### src/rtl/tdm_demux_rx.sv
// Receive side of the TDM mux path: rebuilds per-channel words from a framed,
// time-multiplexed stream and publishes each complete frame atomically.
module tdm_demux_rx #(
  parameter int WIDTH    = 2,
  parameter int CHANNELS = 2,
  parameter int CHAN_W   = 1
) (
  input  logic                      clk,
  input  logic                      rst,
  input  logic [WIDTH-1:0]          din,
  input  logic                      din_valid,
  input  logic                      fs,
  output logic [CHANNELS*WIDTH-1:0] ch_data,
  output logic                      frame_valid,
  output logic [CHAN_W-1:0]         ch_sel,
  output logic                      locked,
  output logic                      sync_err
);

  typedef enum logic [0:0] {
    HUNT = 1'b0,
    RECV = 1'b1
  } state_t;

  localparam logic [CHAN_W-1:0] LAST_SEL = CHAN_W'(CHANNELS - 1);
  localparam logic [CHAN_W-1:0] ZERO_SEL = {CHAN_W{1'b0}};
  localparam logic [CHAN_W-1:0] ONE_SEL  = CHAN_W'(1);

  state_t                      state_r;
  state_t                      state_s;
  logic [CHAN_W-1:0]           sel_s;
  logic [CHANNELS*WIDTH-1:0]   stage_r;
  logic [CHANNELS*WIDTH-1:0]   stage_s;
  logic [CHANNELS*WIDTH-1:0]   data_s;
  logic                        fv_s;
  logic                        se_s;

  // Next-state, staging and publish decisions for the beat presented this cycle
  always_comb begin
    state_s = state_r;
    sel_s   = ch_sel;
    stage_s = stage_r;
    data_s  = ch_data;
    fv_s    = 1'b0;
    se_s    = 1'b0;
    if (din_valid) begin
      case (state_r)
        HUNT: begin
          if (fs) begin
            stage_s[WIDTH-1:0] = din;
            sel_s              = ONE_SEL;
            state_s            = RECV;
          end else begin
            sel_s = ZERO_SEL;
          end
        end
        RECV: begin
          if (fs) begin
            // A sync beat anywhere but slot 0 means the previous frame was short
            se_s               = (ch_sel != ZERO_SEL);
            stage_s[WIDTH-1:0] = din;
            sel_s              = ONE_SEL;
          end else if (ch_sel == ZERO_SEL) begin
            se_s    = 1'b1;
            sel_s   = ZERO_SEL;
            state_s = HUNT;
          end else if (ch_sel == LAST_SEL) begin
            // The last word bypasses staging so the frame publishes in one edge
            data_s = stage_r;
            data_s[(CHANNELS-1)*WIDTH +: WIDTH] = din;
            fv_s   = 1'b1;
            sel_s  = ZERO_SEL;
          end else begin
            stage_s[int'(ch_sel)*WIDTH +: WIDTH] = din;
            sel_s = ch_sel + ONE_SEL;
          end
        end
        default: begin
          state_s = HUNT;
          sel_s   = ZERO_SEL;
        end
      endcase
    end else begin
      state_s = state_r;
    end
  end

  // State, staging buffer and registered outputs
  always_ff @(posedge clk or posedge rst) begin
    if (rst) begin
      state_r     <= HUNT;
      stage_r     <= {(CHANNELS*WIDTH){1'b0}};
      ch_data     <= {(CHANNELS*WIDTH){1'b0}};
      ch_sel      <= ZERO_SEL;
      frame_valid <= 1'b0;
      sync_err    <= 1'b0;
      locked      <= 1'b0;
    end else begin
      state_r     <= state_s;
      stage_r     <= stage_s;
      ch_data     <= data_s;
      ch_sel      <= sel_s;
      frame_valid <= fv_s;
      sync_err    <= se_s;
      locked      <= (state_s == RECV);
    end
  end

endmodule

### config.mk
export PLATFORM = sky130hd
export DESIGN_NAME = tdm_demux_rx
export DESIGN_NICKNAME = d
export VERILOG_FILES = /design/src/rtl/tdm_demux_rx.sv
export SDC_FILE = /design/constraint.sdc
export NUM_CORES = 1
export LEC_CHECK = 0
export CORE_AREA = 4 4 41 43
export DETAILED_ROUTE_END_ITERATION = 6
export DIE_AREA = 0 0 45 47
export SLEW_MARGIN = 20
export SYNTH_ARGS = -nofsm -noshare
export SYNTH_HDL_FRONTEND = slang
export SYNTH_SLANG_ARGS = --single-unit
### constraint.sdc
create_clock -name clk -period 2.3 [get_ports clk]
set_input_delay 0.23 -clock clk [delete_from_list [all_inputs] [get_ports clk]]
set_output_delay 0.23 -clock clk [all_outputs]
set_load 0.05 [all_outputs]
Word level (Yosys, flattened, before mapping)
Cells that the tools add are included.
{"block": "word_totals", "register_bits": 10, "input_bits": 6, "output_inout_bits": 8, "wordCells": 22}
{"block": "op_classes", "mux": 12, "bitwise": 2, "reduce_logical": 2}
{"operator": "two-way mux 1 bit", "n": 10}
{"operator": "AND reduction 4 bit", "n": 1}
{"operator": "two-way mux 2 bit", "n": 1}
{"operator": "NOT 1 bit", "n": 2}
{"operator": "one-hot mux 1 bit (2 select lines)", "n": 1}
{"operator": "AND reduction 2 bit", "n": 1}

Longest topological paths before layout
Gate-level depths: netlist of the first run.
{"block": "logic_depth", "ltp_word": 4, "ltp_mapped": 3, "depth_no_buf": 3}

Least setup slack after synthesis of the first run
No wires, ideal clock.
{"block": "synth_path", "kind": "reg2reg", "startpoint": "register state_r", "endpoint": "register ch_data[0]", "setup_ps": 125, "arrival_time_ps": 1193, "t_required_ps": 2175, "setup_slack_ps": 982, "stages_incl_launch_ff": 3, "n_path_buf": 0, "synth_period_minus_slack_ps": 1318, "path_cell_list": "dfrtp_1 nand4b_2 mux2_2"}
{"block": "synth_between", "elab_chain_cells": 1}
{"element": "start: declaration", "line_no": "29", "rtl": "state_t state_r;"}
{"element": "start signal: assignment", "line_no": "99", "rtl": "state_r <= state_s;"}
{"element": "AND reduction 4 bit (no source line)"}
{"element": "end signal: assignment", "line_no": "93", "rtl": "ch_data <= {(CHANNELS*WIDTH){1'b0}};"}
{"element": "end signal: assignment", "line_no": "101", "rtl": "ch_data <= data_s;"}
{"element": "end: declaration", "line_no": "13", "rtl": "output logic [CHANNELS*WIDTH-1:0] ch_data,"}
Every way passes these cells.
A chain may end at the register's enable or synchronous reset.

==> out/results.txt, run 1 <==
Run status: finished, final reports clean
Peak Freq: 559.5 MHz
Synth top area share: 0.6211
# rows: 13
Vias in the first global route: 303
Die Y: 47 um
RSZ-0062 raised after global routing: false
CTS Buffer Depth: 2
Post-Syn Area per Cell: 13.89 um^2
Slowest stage cell on the critical path: clkdlybuf4s50_1
Post-synth top cells: dfrtp_1 (10), mux2_2 (6), inv_1 (3)
CTS Buf Count: 3
Power Dens Cells: 1115 nW/um^2
Layout cells sized above 1: 0.2391
Final hold viol count: 0
Hold-fix buffers at CTS: 0
Nets@finish: 55
Post-CTS sizing: 0
Final period util: 0.7771
Syn Nets: 37
GRT Overall Usage: 0.08574
Setup bufs post-CTS: 0
Synthesized flop and latch total: 10
Arrival time at the worst endpoint: 1.56 ns
Via density: 4.705
Area Growth Syn to Fin: 45.96%
Initial antenna violation count: 0
Critical path class: reg2out
WP data required: 2.07 ns
Setup violators final: 0
Mapped Area: 402.9 um^2
First-pass GRT wire length: 1.262 mm
Crit-path cells: clkdlybuf4s50_1
Warnings, synthesis: 0
Top Family by Delay on Critical Path: buffers and inverters
Critical path endpoint category: output pin
DP Area: 551.8 um^2
IO buf count: 13
Clock slew at reported path FFs: 0.07 ns
Final Power: 0.6555 mW
RePlAce Congestion: 0.7026
Vias: 287
Core ar.: 1301 um^2
Top cells by area, synth: dfrtp_1 (62%), mux2_2 (17%), ha_1 (6.2%), nand4b_2 (3.7%), inv_1 (2.8%)
Critical Path Start Type: register
Mapped Cells: 29
CP max FO: 6
Yosys top cell by area: dfrtp_1
EDFF count, synth: 0
N_diodes: 0
Drt first pass iters: 4
Clk Latency, worst-skew pair: 0.27 ns
Clock sinks: 10
Total Wirelength: 793 um
Min Tclk post-route: 1.787 ns
Slew margin rel.: 0.6569
DP Wirelength: 652.3 um
Congestion Overflow GR: 0
Ports: 14
Post-route cell area: 588.1 um^2
Leak: 0.2720 nW
Post-route ant nets: 0
Die X: 45 um
TritonCTS clock tree: built
Yosys cell types: 11
Count leader, synth: dfrtp_1
# H-tree levels: 1
DRC violations left: 0
Asr flop ratio synth: 1.000
TNS Setup: 0 ns
Post-Route Utilization: 0.4519
Top FF cell, synth: dfrtp_1
Slew @ Worst Pin: 0.5130 ns
1st-iter DRT viols: 5
Largest net degree at the start of global routing: 11
Max incr delay on CP: 0.85 ns
Hold Path Class: in2async
Initial core utilization: 0.3096
Max cap viols: 0
VDD IR max: 0.3927 mV
Die area: 2115 um^2
WL/cell: 13.00 um
Buffers & Inverters on Critical Path: 1
Clk root buf: clkbuf_4
Max Slew Vio Count: 0
Hold Worst Slack: 0.2377 ns
Seq/Total Area, Yosys: 0.6211
Clock skew: 0.006095 ns
[layout by cell type, fill, tap and decap left out, drive strengths merged]
cell type,count
and3,1
inv,3
a21oi,1
clkbuf,4
nand4b,1
a31oi,1
nand2,2
ha,2
o21ai,1
dfrtp,10
clkdlybuf4s50,13
mux2,6
nor2,1
[report_power, final]
part	switching [mW]	leakage [nW]	internal [mW]	total, mW
registers	0.0225	0.121	0.216	0.238
clock network	0.0609	0.0210	0.0961	0.157
logic	0.165	0.130	0.0955	0.260
total	0.248	0.272	0.407	0.656
[through the flow]
step                      std cells  setup slack [ns]
after floorplan                  29            0.9823
after global placement           57            0.8440
after detailed placement         57            0.8025
after CTS                        61            0.5079
after global routing             61            0.4508
final                            61            0.5127
[per-layer routing]
layer  GRT usage  share of wire  up-vias
li1            -              -      137
met1     0.09479           0.40      139
met5           0              0        -
met3     0.02299          0.053        2
met4     0.05263          0.013        0
met2      0.1469           0.53        9
[final timing paths]
path / start / endpoint / slack (ns) / cells after the start
max in group asynchronous: rst / sync_err / 1.79 / 2
hold reg to reg: ch_data[1] / ch_data[1] / 0.50 / 1
setup / recovery: state_r / locked / 0.51 / 1
setup reg to reg: state_r / ch_data[1] / 1.22 / 2
hold / removal: rst / ch_data[0] / 0.24 / 2
min in group clk: ch_data[1] / ch_data[1] / 0.50 / 1
[state kept, by name (all words and copies together), names as in the netlist]
name	count
stage_r	2
ch_sel	1
ch_data	4
frame_valid	1
sync_err	1
state_r	1
[area by class of cell]
class | instances | area, um^2
Clock buffer | 4 | 36.28
Fill cell | 131 | 713.2
Inverter | 3 | 11.26
Multi-Input combinational cell | 16 | 141.4
Sequential cell | 10 | 250.2
Tap cell | 15 | 18.77
Timing Repair Buffer | 13 | 130.1
[cells by family after synthesis]
logic type / count (synthesis) / share of synthesized area
flip-flops: 10 / 0.6211
AND/OR/NAND/NOR: 5 / 0.08074
multiplexers: 6 / 0.1677
AO/OA/AOI/OAI: 3 / 0.04036
adder cells (fa/ha/maj): 2 / 0.06210
buffers and inverters: 3 / 0.02795
Power figures use the tool's default switching activity.
==> inputs of run 2 (changes only) <==
==> constraint.sdc (replaced) <==
create_clock -name clk -period 1.4 [get_ports clk]
set_input_delay 0.14 -clock clk [delete_from_list [all_inputs] [get_ports clk]]
set_output_delay 0.14 -clock clk [all_outputs]
set_load 0.05 [all_outputs]
==> out/results.txt, run 2 (synthesis results as in run 1) <==
Run status: finished, final reports clean
Reg power frac: 0.372
Max reg flops: 4
TritonCTS clock tree: built
Max cap viols: 0
Gate power share: 0.395
Buffers & Inverters on Critical Path: 0
Setup bufs post-CTS: 0
IO buf count: 13
Ports: 14
# H-tree levels: 1
Area Growth Syn to Fin: 49.07%
Final hold viol count: 0
R2r startpoint: state_r
Critical path endpoint category: register
Initial antenna violation count: 0
Capturing point of the worst reg2reg path: ch_data[3]
First-pass GRT wire length: 1.200 mm
Max incr delay on CP: 0.46 ns
Net switching fraction of the power: 0.3769
Clock slew at reported path FFs: 0.06 ns
Final period util: 0.7937
Setup violators final: 0
Congestion Overflow GR: 0
Largest net degree at the start of global routing: 11
Number of non-filler instances in the completed layout: 62
Critical path class: reg2reg
N_diodes: 0
Clk root buf: clkbuf_4
# rows: 13
RSZ-0062 raised after global routing: false
Clock sinks: 10
WP data required: 1.54 ns
Vias in the first global route: 283
DP Wirelength: 605.4 um
Arrival time at the worst endpoint: 1.25 ns
Crit-path cells: nand4b_2 -> mux2_2
Peak Freq: 899.9 MHz
Power Dens Cells: 1790 nW/um^2
Clock power share: 0.233
Hold-fix buffers at CTS: 0
Commonest non-fill, non-tap cells in the layout: dfrtp_1 (10), buf_4 (7), mux2_2 (6)
Via density: 4.419
Die Y: 47 um
Hold Path Class: in2async
Leak: 0.2957 nW
Post-CTS sizing: 0
Die X: 45 um
VDD IR max: 0.8890 mV
Min Tclk post-route: 1.111 ns
Clock skew: 0.007543 ns
Critical Path Start Type: register
1st-iter DRT viols: 4
FF-to-FF path depth: 2
Total Wirelength: 725 um
WL/cell: 11.69 um
RePlAce Congestion: 0.7387
Die area: 2115 um^2
Core ar.: 1301 um^2
Top Family by Delay on Critical Path: flip-flops
DP Area: 564.3 um^2
Slew margin rel.: 0.7603
Initial core utilization: 0.3096
Commonest non-fill, non-tap cell in the layout: dfrtp_1
Switching power: 0.4051 mW
CP max FO: 6
Drt first pass iters: 2
Nets@finish: 56
Flop-to-flop setup slack: 0.29 ns
Max Slew Vio Count: 0
CTS Buffer Depth: 2
Slew @ Worst Pin: 0.3592 ns
CTS Buf Count: 3
GRT Overall Usage: 0.08601
Top reg by flops: ch_data
Placed Instances: 58
Largest registers: ch_data (4), stage_r (2)
DRC violations left: 0
Layout cells sized above 1: 0.4255
Critical Path Source: state_r
Clk Latency, worst-skew pair: 0.26 ns
Slowest stage cell on the critical path: dfrtp_1
TNS Setup: 0 ns
Int Pwr: 0.6699 mW
Post-route ant nets: 0
Post-route cell area: 600.6 um^2
Vias: 274
==> run 2: worst max path at each step <==
stage,depth (start not counted),end,slack (ns)
4_1_cts,2,ch_data[3],0.28
3_5_place_dp,3,ch_data[3],0.07
5_1_grt,2,ch_data[3],0.22
6_report,2,ch_data[3],0.29
3_3_place_gp,3,ch_data[3],0.09
2_1_floorplan,2,ch_data[0],0.08
==> run 2: area by class of cell <==
cell class / count / area, um^2
tap: 15 / 18.77
fill: 127 / 700.7
sequential: 10 / 250.2
inverter: 3 / 11.26
multi-input combinational: 16 / 141.4
timing repair buffer: 14 / 142.6
clock buffer: 4 / 36.28
==> run 2: worst register-to-register path, cell delays in order, from the launching register on <==
cell      delay [ns]
dfrtp_1         0.46
nand4b_2        0.18
mux2_2          0.35
==> run 2: metal layers <==
layer | up-vias | track usage | wire length, um
met2 | 9 | 0.1186 | 354
met4 | 0 | 0.03509 | 9
met3 | 2 | 0.05747 | 62
met5 | - | 0 | 0
li1 | 138 | - | -
met1 | 125 | 0.1053 | 299
==> run 2: power by group through the flow <==
stage / registers, mW / clock network [mW] / logic [mW]
global placement: 0.403 / 0 / 0.428
floorplan: 0.600 / 0 / 0.0717
global route: 0.407 / 0.274 / 0.446
CTS: 0.401 / 0.262 / 0.429
detailed placement: 0.407 / 0 / 0.429
finish: 0.400 / 0.250 / 0.425
==> run 2: per-stage QoR <==
step | hold slack, ns | setup WS [ns] | util | power (mW)
global route | 0.1893 | 0.2211 | 0.4615 | 1.127
floorplan | -0.01982 | 0.08233 | - | 0.6714
CTS | 0.1540 | 0.2779 | 0.4615 | 1.092
finish | 0.1478 | 0.2888 | 0.4615 | 1.075
global placement | 0.4316 | 0.09082 | 0.4337 | 0.8308
detailed placement | 0.4384 | 0.07435 | 0.4337 | 0.8363
==> inputs of run 3 (changes only) <==
==> constraint.sdc (replaced) <==
create_clock -name clk -period 1.1 [get_ports clk]
set_input_delay 0.11 -clock clk [delete_from_list [all_inputs] [get_ports clk]]
set_output_delay 0.11 -clock clk [all_outputs]
set_load 0.05 [all_outputs]
==> out/results.txt, run 3 (synthesis results as in run 1) <==
1st-iter DRT viols: 7
Commonest non-fill, non-tap cells in the layout: dfrtp_1 (8), buf_12 (8), mux2_2 (6)
RePlAce Congestion: 0.7450
N_diodes: 0
Largest registers: ch_data (4), stage_r (2)
Layout cells sized above 1: 0.4694
Number of non-filler instances in the completed layout: 64
Peak Freq: 931.3 MHz
CP max FO: 3
Initial antenna violation count: 0
IO buf count: 13
Nets@finish: 58
CTS Buf Count: 3
Power Dens Cells: 2215 nW/um^2
Ports: 14
Vias in the first global route: 294
Slew margin rel.: 0.7609
Clock sinks: 10
Post-route ant nets: 0
DRC violations left: 0
Core ar.: 1301 um^2
Setup violators final: 0
GRT Overall Usage: 0.08967
Initial core utilization: 0.3096
Via density: 4.547
Max incr delay on CP: 0.43 ns
Top reg by flops: ch_data
# H-tree levels: 1
Clock skew: 0.01320 ns
Slew @ Worst Pin: 0.3582 ns
Max Slew Vio Count: 0
Critical path endpoint category: output pin
Final hold viol count: 0
Critical Path Start Type: register
Slowest stage cell on the critical path: dfrtp_2
Hold-fix buffers at CTS: 0
Critical path class: reg2out
Hold Path Class: in2async
Die Y: 47 um
Min Tclk post-route: 1.074 ns
Total Wirelength: 794 um
WP data required: 0.99 ns
# rows: 13
Leak: 0.3281 nW
WL/cell: 12.41 um
Post-route cell area: 695.7 um^2
Clock slew at reported path FFs: 0.07 ns
CTS Buffer Depth: 2
VDD IR max: 0.7673 mV
RSZ-0062 raised after global routing: false
Area Growth Syn to Fin: 72.67%
Final period util: 0.9762
Die area: 2115 um^2
Largest net degree at the start of global routing: 11
Run status: finished, final reports clean
Arrival time at the worst endpoint: 0.96 ns
TritonCTS clock tree: built
Die X: 45 um
Crit-path cells: buf_6 -> buf_12
Max reg flops: 4
Vias: 291
Clk Latency, worst-skew pair: 0.27 ns
First-pass GRT wire length: 1.276 mm
Placed Instances: 59
Congestion Overflow GR: 0
DP Area: 658.1 um^2
Clk root buf: clkbuf_4
Max cap viols: 0
Drt first pass iters: 4
==> run 3: area by class of cell <==
type                            instances  area (um^2)
Clock buffer                            4        26.28
Tap cell                               15        18.77
Inverter                                3        11.26
Multi-Input combinational cell         16        150.1
Timing Repair Buffer                   16        236.5
Fill cell                             113        605.6
Sequential cell                        10        252.7
==> run 3: path summary, 6_finish.rpt <==
path	cells after the start	startpoint	slack, ns	end
min in group clk	2	din[1]	0.50	stage_r[1]
worst min register to register	1	stage_r[1]	0.50	stage_r[1]
max in group asynchronous	2	rst	0.71	ch_sel
worst max-delay path	2	state_r	0.03	locked
worst max register to register	2	ch_sel	0.05	ch_data[1]
worst min-delay path	2	rst	0.11	frame_valid
==> run 3: stage by stage <==
step                      TNS (ns)  hold WS (ns)  setup slack, ns  power, mW    util
after floorplan            -0.1393      -0.04996         -0.03484     0.8622       -
after global placement      -1.023        0.4004          -0.1662      1.270  0.5058
after detailed placement    -1.190        0.4049          -0.1757      1.279  0.5058
after CTS                        0        0.1198         0.009727      1.550  0.5288
after global routing             0        0.1539         0.005537      1.601  0.5346
final                            0        0.1086          0.02622      1.541  0.5346
==> run 3: what timing repair did <==
item	CTS	global route
gates resized for setup	1	0
hold endpoints to repair	0	0
buffers inserted	0	1
setup endpoints to repair	1	1
==> run 3: routing by layer <==
layer	vias to the layer above	share of wire	GRT usage
met3	0	0.082	0.02682
li1	139	-	-
met5	-	0	0
met1	142	0.40	0.1087
met4	0	0	0.08772
met2	10	0.51	0.1243
==> run 3: worst max-delay path: cells and delay by family (launching register included) <==
| kind | cells | cell delay [ns] |
|---|---|---|
| DFF | 1 | 0.43 |
| buffers and inverters | 2 | 0.27 |
==> run 3: report_power, final <==
part	switching [mW]	internal, mW
logic	0.359	0.382
clock network	0.122	0.140
registers	0.0840	0.454
total	0.565	0.976
